--- config.mk ---
export PLATFORM = sky130hd
export DESIGN_NAME = conv_window_sequencer
export DESIGN_NICKNAME = d
export VERILOG_FILES = /design/src/rtl/conv_window_sequencer.sv
export SDC_FILE = /design/constraint.sdc
export NUM_CORES = 1
export LEC_CHECK = 0
export ABC_AREA = 1
export ABC_CLOCK_PERIOD_IN_PS = 2500
export CAP_MARGIN = 20
export CORE_UTILIZATION = 59
export DETAILED_ROUTE_END_ITERATION = 8
export HOLD_SLACK_MARGIN = 0.08
export PLACE_DENSITY = 0.85
export SLEW_MARGIN = 25
export SYNTH_ARGS = -nofsm -noshare
export SYNTH_HDL_FRONTEND = slang
export SYNTH_SLANG_ARGS = --single-unit
--- constraint.sdc ---
create_clock -name clk -period 2.5 [get_ports clk]
set_input_delay 0.5 -clock clk [delete_from_list [all_inputs] [get_ports clk]]
set_output_delay 0.5 -clock clk [all_outputs]
set_load 0.1 [all_outputs]
--- src/rtl/conv_window_sequencer.sv ---
// Sliding-window read sequencer for the convolution datapath: walks a KxK window
// over the image buffer and frames the returned taps for the MAC.
`timescale 1ns/1ps
module conv_window_sequencer #(
  parameter int IMG_W  = 28,
  parameter int IMG_H  = 28,
  parameter int K      = 3,
  parameter int ADDR_W = 10
) (
  input  logic              clk,
  input  logic              rst,
  input  logic              conv_start,
  input  logic              out_ready,
  output logic              rd_en,
  output logic [ADDR_W-1:0] rd_addr,
  output logic              mac_valid,
  output logic              mac_first,
  output logic              mac_last,
  output logic              busy,
  output logic              done
);

  localparam int OUT_W = IMG_W - K + 1;
  localparam int OUT_H = IMG_H - K + 1;
  localparam int KW    = (K > 1)     ? $clog2(K)     : 1;
  localparam int OXW   = (OUT_W > 1) ? $clog2(OUT_W) : 1;
  localparam int OYW   = (OUT_H > 1) ? $clog2(OUT_H) : 1;

  localparam logic [KW-1:0]     K_LAST    = KW'(K - 1);
  localparam logic [OXW-1:0]    OX_LAST   = OXW'(OUT_W - 1);
  localparam logic [OYW-1:0]    OY_LAST   = OYW'(OUT_H - 1);
  localparam logic [ADDR_W-1:0] ROW_STEP  = ADDR_W'(IMG_W);
  // Last window of an output row to first window of the next: +IMG_W-(OUT_W-1) = +K.
  localparam logic [ADDR_W-1:0] WRAP_STEP = ADDR_W'(K);

  typedef enum logic [2:0] {
    S_IDLE,
    S_HOLD,
    S_ISSUE,
    S_DRAIN,
    S_DONE
  } state_t;

  state_t state_q, state_d;

  logic [KW-1:0]     kx, ky;
  logic [OXW-1:0]    ox;
  logic [OYW-1:0]    oy;
  logic [ADDR_W-1:0] win_base;  // oy*IMG_W + ox
  logic [ADDR_W-1:0] tap_row;   // ky*IMG_W
  logic              clear, step;
  logic              tap_first, tap_last, win_last;

  assign tap_first = (kx == '0) && (ky == '0);
  assign tap_last  = (kx == K_LAST) && (ky == K_LAST);
  assign win_last  = (ox == OX_LAST) && (oy == OY_LAST);
  assign rd_addr   = win_base + tap_row + ADDR_W'(kx);

  always_ff @(posedge clk or negedge rst) begin
    if (!rst) state_q <= S_IDLE;
    else      state_q <= state_d;
  end

  // NOTE: every signal written here gets a default first, so no path leaves one
  // unassigned and no latch is inferred.
  always_comb begin
    state_d = state_q;
    rd_en   = 1'b0;
    busy    = 1'b1;
    done    = 1'b0;
    clear   = 1'b0;
    step    = 1'b0;
    case (state_q)
      S_IDLE: begin
        busy = 1'b0;
        if (conv_start) begin
          state_d = S_HOLD;
          clear   = 1'b1;
        end
      end
      S_HOLD: begin
        if (out_ready) state_d = S_ISSUE;
      end
      S_ISSUE: begin
        rd_en = 1'b1;
        step  = 1'b1;
        if (tap_last) state_d = win_last ? S_DRAIN : S_HOLD;
      end
      S_DRAIN: state_d = S_DONE;
      S_DONE: begin
        done    = 1'b1;
        state_d = S_IDLE;
      end
      default: state_d = S_IDLE;
    endcase
  end

  // Address generation is pure stepping: row bases advance by IMG_W, no multiply.
  // NOTE: sequential state uses non-blocking assignments so every register samples
  // the pre-edge value of the others.
  always_ff @(posedge clk or negedge rst) begin
    if (!rst) begin
      kx <= '0; ky <= '0; ox <= '0; oy <= '0;
      win_base <= '0;
      tap_row  <= '0;
    end else if (clear) begin
      kx <= '0; ky <= '0; ox <= '0; oy <= '0;
      win_base <= '0;
      tap_row  <= '0;
    end else if (step) begin
      if (kx != K_LAST) begin
        kx <= kx + 1'b1;
      end else begin
        kx <= '0;
        if (ky != K_LAST) begin
          ky      <= ky + 1'b1;
          tap_row <= tap_row + ROW_STEP;
        end else begin
          ky      <= '0;
          tap_row <= '0;
          if (win_last) begin
            ox <= '0; oy <= '0;
            win_base <= '0;
          end else if (ox != OX_LAST) begin
            ox       <= ox + 1'b1;
            win_base <= win_base + ADDR_W'(1);
          end else begin
            ox       <= '0;
            oy       <= oy + 1'b1;
            win_base <= win_base + WRAP_STEP;
          end
        end
      end
    end
  end

  // Buffer read latency is one cycle, so the framing strobes are the issue flags delayed once.
  always_ff @(posedge clk or negedge rst) begin
    if (!rst) begin
      mac_valid <= 1'b0;
      mac_first <= 1'b0;
      mac_last  <= 1'b0;
    end else begin
      mac_valid <= rd_en;
      mac_first <= rd_en && tap_first;
      mac_last  <= rd_en && tap_last;
    end
  end

endmodule

### Yosys cells after proc, flatten, opt, wreduce, memory -nomap -nowiden

Cells that the tools add are included.

* add/subtract/negate cells: 9
* multiply operators: 0
* divide/modulo/power cells: 0
* magnitude comparators: 0
* eq/ne operators: 17
* shift-type cells: 0
* mux-type cells: 39
* bitwise operators: 0
* reduce and logical (&&, ||, !) cells: 13

Operators with widths (count)
* 10-bit 2-to-1 mux: 10
* 5-bit 2-to-1 mux: 12
* 2-bit 2-to-1 mux: 8
* 2-bit inequality test (second input constant): 7
* 3-bit one-hot mux with 4 select lines: 1
* 10-bit by 1-bit adder with 10-bit output (second input constant): 1
* 10-bit adder: 1
* 10-bit by 2-bit adder with 10-bit output: 1
* 10-bit by 2-bit adder with 10-bit output (second input constant): 1
* 10-bit by 5-bit adder with 10-bit output (second input constant): 1
* 5-bit by 1-bit adder with 5-bit output (second input constant): 2
* 5-bit equality test (second input constant): 2
* 3-bit 2-to-1 mux: 3
* 3-bit by 2-bit equality test with 1-bit output (second input constant): 2
* 3-bit AND reduction: 2
* 1-bit logical AND: 5
* 1-bit 2-to-1 mux: 5
* 5-bit inequality test (second input constant): 1
* 2-bit by 1-bit adder with 2-bit output (second input constant): 2
* 2-bit equality test (second input constant): 2
* 2-bit logical NOT: 2
* 4-bit AND reduction: 1
* 3-bit by 1-bit equality test with 1-bit output (second input constant): 1
* 3-bit equality test (second input constant): 1
* 4 further kinds: 4

* bits in registers: 40
* bits in latches: 0
* bits in writable memories: 0
* ROM bits: 0
* word-level logic and storage cells: 88
* memories: 0

### Depth between registers and ports, before layout

Gate-level depths: netlist of the first run.

* word-level depth: 7
* gate-level depth with buffers: 13
* depth with buffers taken out: 13

### Worst setup path after synthesis of the first run

Ideal clock, no wire load.

* path kind: flip-flop to output port
* start point: reg win_base[1]
* end point: out rd_addr[7]
* arrival time: 3151 ps
* data required time: 2000 ps
* path slack: -1151 ps
* stages on the path, launching flop included: 9
* path buffers: 0
* path through: dfrtp_1 ha_1 ha_1 inv_1 fa_1 o21ai_0 nand2_1 nand2_1 xor2_1

* word-level cells in the longest chain between the ends: 2

Ends and longest elaborated chain
* start, declared: line 49 `logic [ADDR_W-1:0] win_base;`
* start signal, assigned: line 126 `win_base <= win_base + ADDR_W'(1);`
* start signal, assigned: line 130 `win_base <= win_base + WRAP_STEP;`
* 10-bit adder: line 57 `assign rd_addr = win_base + tap_row + ADDR_W'(kx);`
* 10-bit by 2-bit adder with 10-bit output: line 57
* end, declared: line 15 `output logic [ADDR_W-1:0] rd_addr,`

Every way passes these cells.

### Final worst setup path of the first run

* start point: reg kx[1]
* end point: out rd_addr[7]

* word-level cells in the longest chain between the ends: 1

Ends and longest elaborated chain
* start, declared: line 46 `logic [KW-1:0] kx, ky;`
* start signal, assigned: line 112 `kx <= kx + 1'b1;`
* 10-bit by 2-bit adder with 10-bit output: line 57

Every way passes these cells.

==> results of run 1 <==
worst paths after layout:
check / to / slack (ns) / cells after the start
max: rd_addr[7] / -0.33 / 9
min: state_q[1] / 0.31 / 1
max reg2reg: win_base[6] / 0.38 / 12
min reg2reg: state_q[2] / 0.50 / 1
max in group asynchronous: win_base[6] / 1.58 / 1
min in group clk: state_q[2] / 0.50 / 1
state kept, by name, summed over array words and instances, names as in the netlist:
signal and count:
state_q 3, win_base 10, mac_last 1, oy 5, mac_valid 1, kx 2, tap_row 8, mac_first 1
ky 2, ox 5
logic make-up after synthesis:
logic type,count (synthesis),share of synthesized area
compound gates,42,0.08810
fa+ha+maj,25,0.1248
flops,38,0.3619
xor+xnor,13,0.04333
simple gates,165,0.2948
buf+inv,51,0.08714
repair_timing:
item / 4_1_cts / 5_1_grt
pin swaps: 12 / 13
endpoints found under the setup margin: 7 / 7
setup buffers: 9 / 4
gates resized for setup: 20 / 19
power breakdown:
part | leakage (nW) | internal, mW | switching (mW)
sequential | 0.513 | 0.732 | 0.135
combinational | 1.18 | 0.716 | 1.40
clock | 0.0438 | 0.187 | 0.207
per-layer routing:
layer	vias up	share of wire
li1	1164	-
met1	1175	0.40
met2	90	0.51
met3	22	0.053
met4	0	0.034
met5	-	0
worst reg2reg max path: stages, from the launching register on:
cell	delay (ns)
dfrtp_1	0.40
inv_1	0.08
ha_1	0.14
nand2_1	0.05
nor2_1	0.29
fa_1	0.30
nand2_1	0.09
nor2_1	0.26
nand2_1	0.14
nor2_1	0.11
nand2_1	0.06
nand2_1	0.07
a21oi_1	0.04
area by class of cell:
cell class / count / area [sq um] / area share
well taps: 50 / 62.56 / 0.01772
inverters: 47 / 178.9 / 0.05067
multi-input cells: 245 / 1807 / 0.5117
clock buffers: 5 / 68.82 / 0.01949
flip-flops and latches: 38 / 954.7 / 0.2704
clock inverters: 2 / 10.01 / 0.002835
repair buffers: 44 / 449.2 / 0.1272
synth_stat cells, types with 3 or more instances:
master   instances  area, sq um
o22ai_1          6        37.54
nand4_1          3        18.77
nor3_1           4        20.02
a21oi_1         13        65.06
ha_1            23        287.8
xor2_1          11        96.34
o21ai_0         15        75.07
a21oi_2          3        26.28
o21ai_1          4        20.02
inv_1           42        157.7
nand2_1         85        319.1
nor2_4           4        45.04
nand2_4          4        45.04
or2_2            3        18.77
nand3_1         27        135.1
dfrtp_1         38        950.9
nor2_1          29        108.9
inv_2            4        15.01
stage by stage:
step           hold WS, ns  TNS (ns)
2_1_floorplan       0.2044   -0.6609
3_3_place_gp        0.4877         0
3_5_place_dp        0.4944         0
4_1_cts             0.3390   -0.8591
5_1_grt             0.3889    -1.694
6_report            0.3146    -1.172
==> metrics, run 1 <==
share of cells above drive strength 1 0.3018; critical path startpoint category flip-flop; Max IR drop VDD 0.9405 mV; Rel. slew slack 0.4307; core area 4144 sq um; worst clock skew 0.008099 ns; slowest CP cell dfrtp_1; sequential share of the synthesized area 0.3619; Period minus WS final 2.830 ns; CTS root buffer clkbuf_8; Worst Path Buf+Inv 2; Syn Area/Cell 7.867 sq um; FFs w/ async S/R, synth 1.000; met3 Resource Use GR 0.05099; Cells after Synth 334; most frequent cells in the layout nand2_1 (77), inv_1 (38), dfrtp_1 (35); count of hold-fix buffers inserted at cts 0; gpl congestion 0.8558; Synth Cell Area 2628 sq um; global route hottest layer met2; clock latency on the worst-skew pair 0.29 ns; commonest non-fill, non-tap cell in the layout nand2_1; Final #Nets 410; status finished, violations left; Final Max Slew Viols 0; Crit path largest cell delay 0.40 ns; flops & latches, synth 38; failing checks setup timing; crit path capture type primary output; H-tree Lvls 2; starting DRC count in detailed routing 228; M2 GR Usage 0.5429; RSZ-0062 raised after global routing yes; Crit Path Class flip-flop to primary output; placement row count 23; Tot Pwr 3.377 mW; Area growth syn-to-layout 34.38%; DR vias 2451; CP arrival 2.33 ns; largest fanout on the critical path 3; CTS clk-pin slew, worst paths 0.08 ns; Area after DPL 3134 sq um; Final Non-Filler Cells 431; final worst path period share 1.132; drt first pass iters 4; first-pass GRT wire length 10190 microns; LEAKAGE 1.733 nW; Worst R2R Start ox[1]; GR Layer Usage met1 0.3512; fin area 3531 sq um; max capacitance violation total 0; Yosys cell types 30; HP Class input pin to asynchronous set/reset pin; Vias/cell 5.687; Worst Path Required 2.00 ns; die area 4725 sq um; Place WS 0.03185 ns; pwr dens 956.3 nW/um^2; Total GRT Usage 0.3000; IO Count 20; ys flop type dfrtp_1; Final Hold Fails 0; YS warnings 0; clk buf depth 2; DP Wirelength 4151 microns; Setup-failing EPs final 6; total CTS buffers 5; initial antenna violation count 0; Die Ht 68.74 microns; fillcell total 215; Peak Freq 353.3 MHz; Post-synth EDFFs 0; post-DR wirelength/cell 16.38 microns; DRC 0; DRT antenna net count 0; CTS sink count 38; final core occ 0.8521; Port Buffer Count 19; Inst Count DP 412; crit-path cells ha_1, ha_2, inv_2, fa_2, o21ai_4, nand2_1, nand2_2, xor2_4, buf_12; Ant. Diodes 0; family with the most delay on the worst path adder cells; gr ovfl total 0; die width 68.74 microns; vias in the first global route 2274; starting density of the core 0.6341; Synth Net Count 363; largest net degree at the start of global routing 39; crit path launch kx[1]; CTS tree done; Slew @ Worst Pin 0.8540 ns; drt total wl 7061 microns; worst setup margin -0.3302 ns
Power figures use the tool's default switching activity.
==> run 2, diff against run 1 <==
--- a/config.mk
+++ b/config.mk
@@ -12,6 +12,7 @@
 export DETAILED_ROUTE_END_ITERATION = 8
 export HOLD_SLACK_MARGIN = 0.08
 export PLACE_DENSITY = 0.85
+export RECOVER_POWER = 100
 export SLEW_MARGIN = 25
 export SYNTH_ARGS = -nofsm -noshare
 export SYNTH_HDL_FRONTEND = slang
==> run 2 against run 1 <==
Effect of this change: the flow finishes with violations (capacitance limit, slew limit, setup timing); global-route usage stayed put; non-clock buffer count stayed put; core utilization is 2.9 points lower; clock-buffer cell count stayed put; hold slack better by 0.13 ns; die area stayed put; wire length is 1.0% higher; flip-flop and latch count stayed put; via count hardly changed; critical path type unchanged; largest power group unchanged.
==> metrics, run 2 (synthesis results as in run 1) <==
status finished, violations left; failing checks capacitance limit, slew limit, setup timing; clk buf depth 2; Largest regs win_base (10), tap_row (8); post-DR wirelength/cell 16.55 microns; slowest CP cell dfrtp_1; CTS root buffer clkbuf_8; CTS tree done; DP Wirelength 4151 microns; vias in the first global route 2274; fillcell total 244; core area 4144 sq um; die width 68.74 microns; first-pass GRT wire length 10190 microns; RSZ-0062 raised after global routing yes; CP arrival 2.33 ns; hold wc startpoint state_q[2]; Rel. slew slack -0.3463; drt total wl 7132 microns; Die Ht 68.74 microns; starting DRC count in detailed routing 228; H-tree Lvls 2; total CTS buffers 5; CTS sink count 38; DR vias 2452; worst clock skew 0.007553 ns; Area after DPL 3134 sq um; count of hold-fix buffers inserted at cts 0; worst setup margin -0.3262 ns; largest net degree at the start of global routing 39; placement row count 23; Worst Path Required 2.00 ns; DRC 0; Setup-failing EPs final 6; Period minus WS final 2.826 ns; CTS clk-pin slew, worst paths 0.08 ns; Crit path largest cell delay 0.40 ns; Worst R2R Path Depth 9; pwr dens 941.9 nW/um^2; Final Max Slew Viols 39; drt first pass iters 4; WHS 0.4468 ns; Area growth syn-to-layout 29.86%; Final Hold Fails 0; max capacitance violation total 1; Worst R2R Start state_q[0]; fin area 3412 sq um; crit path capture type primary output; HP Class flip-flop to flip-flop; LEAKAGE 1.678 nW; Vias/cell 5.689; die area 4725 sq um; DRT antenna net count 0; crit path launch win_base[1]; Final #Nets 410; max FFs per register 10; gr ovfl total 0; share of cells above drive strength 1 0.2598; initial antenna violation count 0; clock latency on the worst-skew pair 0.29 ns; final worst path period share 1.130; commonest non-fill, non-tap cell in the layout nand2_1; Ant. Diodes 0; area of the multi-input gates 1742 sq um; Peak Freq 353.8 MHz; Max IR drop VDD 0.8460 mV; largest register by flop count win_base; gpl congestion 0.8558; Sequential Area 954.7 sq um; Total GRT Usage 0.3000; starting density of the core 0.6341; Crit Path Class flip-flop to primary output; Slew @ Worst Pin 2.019 ns; IO Count 20; most frequent cells in the layout nand2_1 (82), inv_1 (38), dfrtp_1 (35); crit-path cells ha_1, ha_2, inv_2, fa_2, o21ai_4, nand2_1, nand2_2, xor2_4, buf_12; Worst Hold Path Cells 1; critical path startpoint category flip-flop; Port Buffer Count 19; largest fanout on the critical path 3
## run 2: cell count changes in the layout (fill, tap and decap cells not counted), sizes merged
cell / delta
clkinvlp: +1
clkinv: +1
buf: -10
clkbuf: +10
inv: -2
## run 2: path summary, 6_finish.rpt
path	endpoint	slack, ns
hold reg to reg	state_q[2]	0.45
min in group asynchronous	state_q[1]	0.78
setup reg to reg	oy[4]	0.18
max in group asynchronous	win_base[6]	0.41
setup / recovery	rd_addr[7]	-0.33
hold / removal	state_q[2]	0.45
## run 2: routing by layer
layer	share of wire	global-route usage	up-vias
met5	0	0	-
met4	0.037	0.1173	0
met1	0.40	0.3512	1179
met3	0.050	0.05099	26
li1	-	-	1158
met2	0.51	0.5429	89
## run 2: where the power goes
group | internal [mW] | switching [mW] | leakage (nW)
Sequential | 0.733 | 0.125 | 0.513
Clock | 0.187 | 0.206 | 0.0438
Combinational | 0.607 | 1.36 | 1.12
Total | 1.53 | 1.69 | 1.68
## run 2: worst max-delay path: cells and delay by family (launching register included)
kind | cells | cell delay, ns
AOI/OAI and AO/OA | 1 | 0.18
xor gates and xnor gates | 1 | 0.17
adders and majority gates | 3 | 0.85
buffers and inverters | 2 | 0.24
DFF | 1 | 0.40
and+or+nand+nor | 2 | 0.20
## run 2: what timing repair did
action                                  4_1_cts  5_1_grt
cloned                                        0        0
buffers inserted                              9        4
resized for setup                            20       19
pin swaps                                    12       13
endpoints found under the setup margin        7        7
## run 2: final cells by class
cell class	count	area share
Sequential cell	38	0.2798
Clock buffer	5	0.02017
Multi-Input combinational cell	245	0.5105
Clock inverter	2	0.002934
Inverter	47	0.05207
Tap cell	50	0.01834
Timing Repair Buffer	44	0.1162
## run 2: through the flow
stage	cells	power, mW	TNS, ns	setup slack [ns]	utilization
finish	431	3.214	-1.153	-0.3262	0.8234
global placement	412	2.673	0	0.07141	0.7563
floorplan	334	2.283	-0.6609	-0.2679	-
detailed placement	412	2.717	0	0.03185	0.7563
global route	431	3.376	-2.169	-0.4278	0.8234
CTS	428	3.257	-0.8591	-0.2614	0.8270
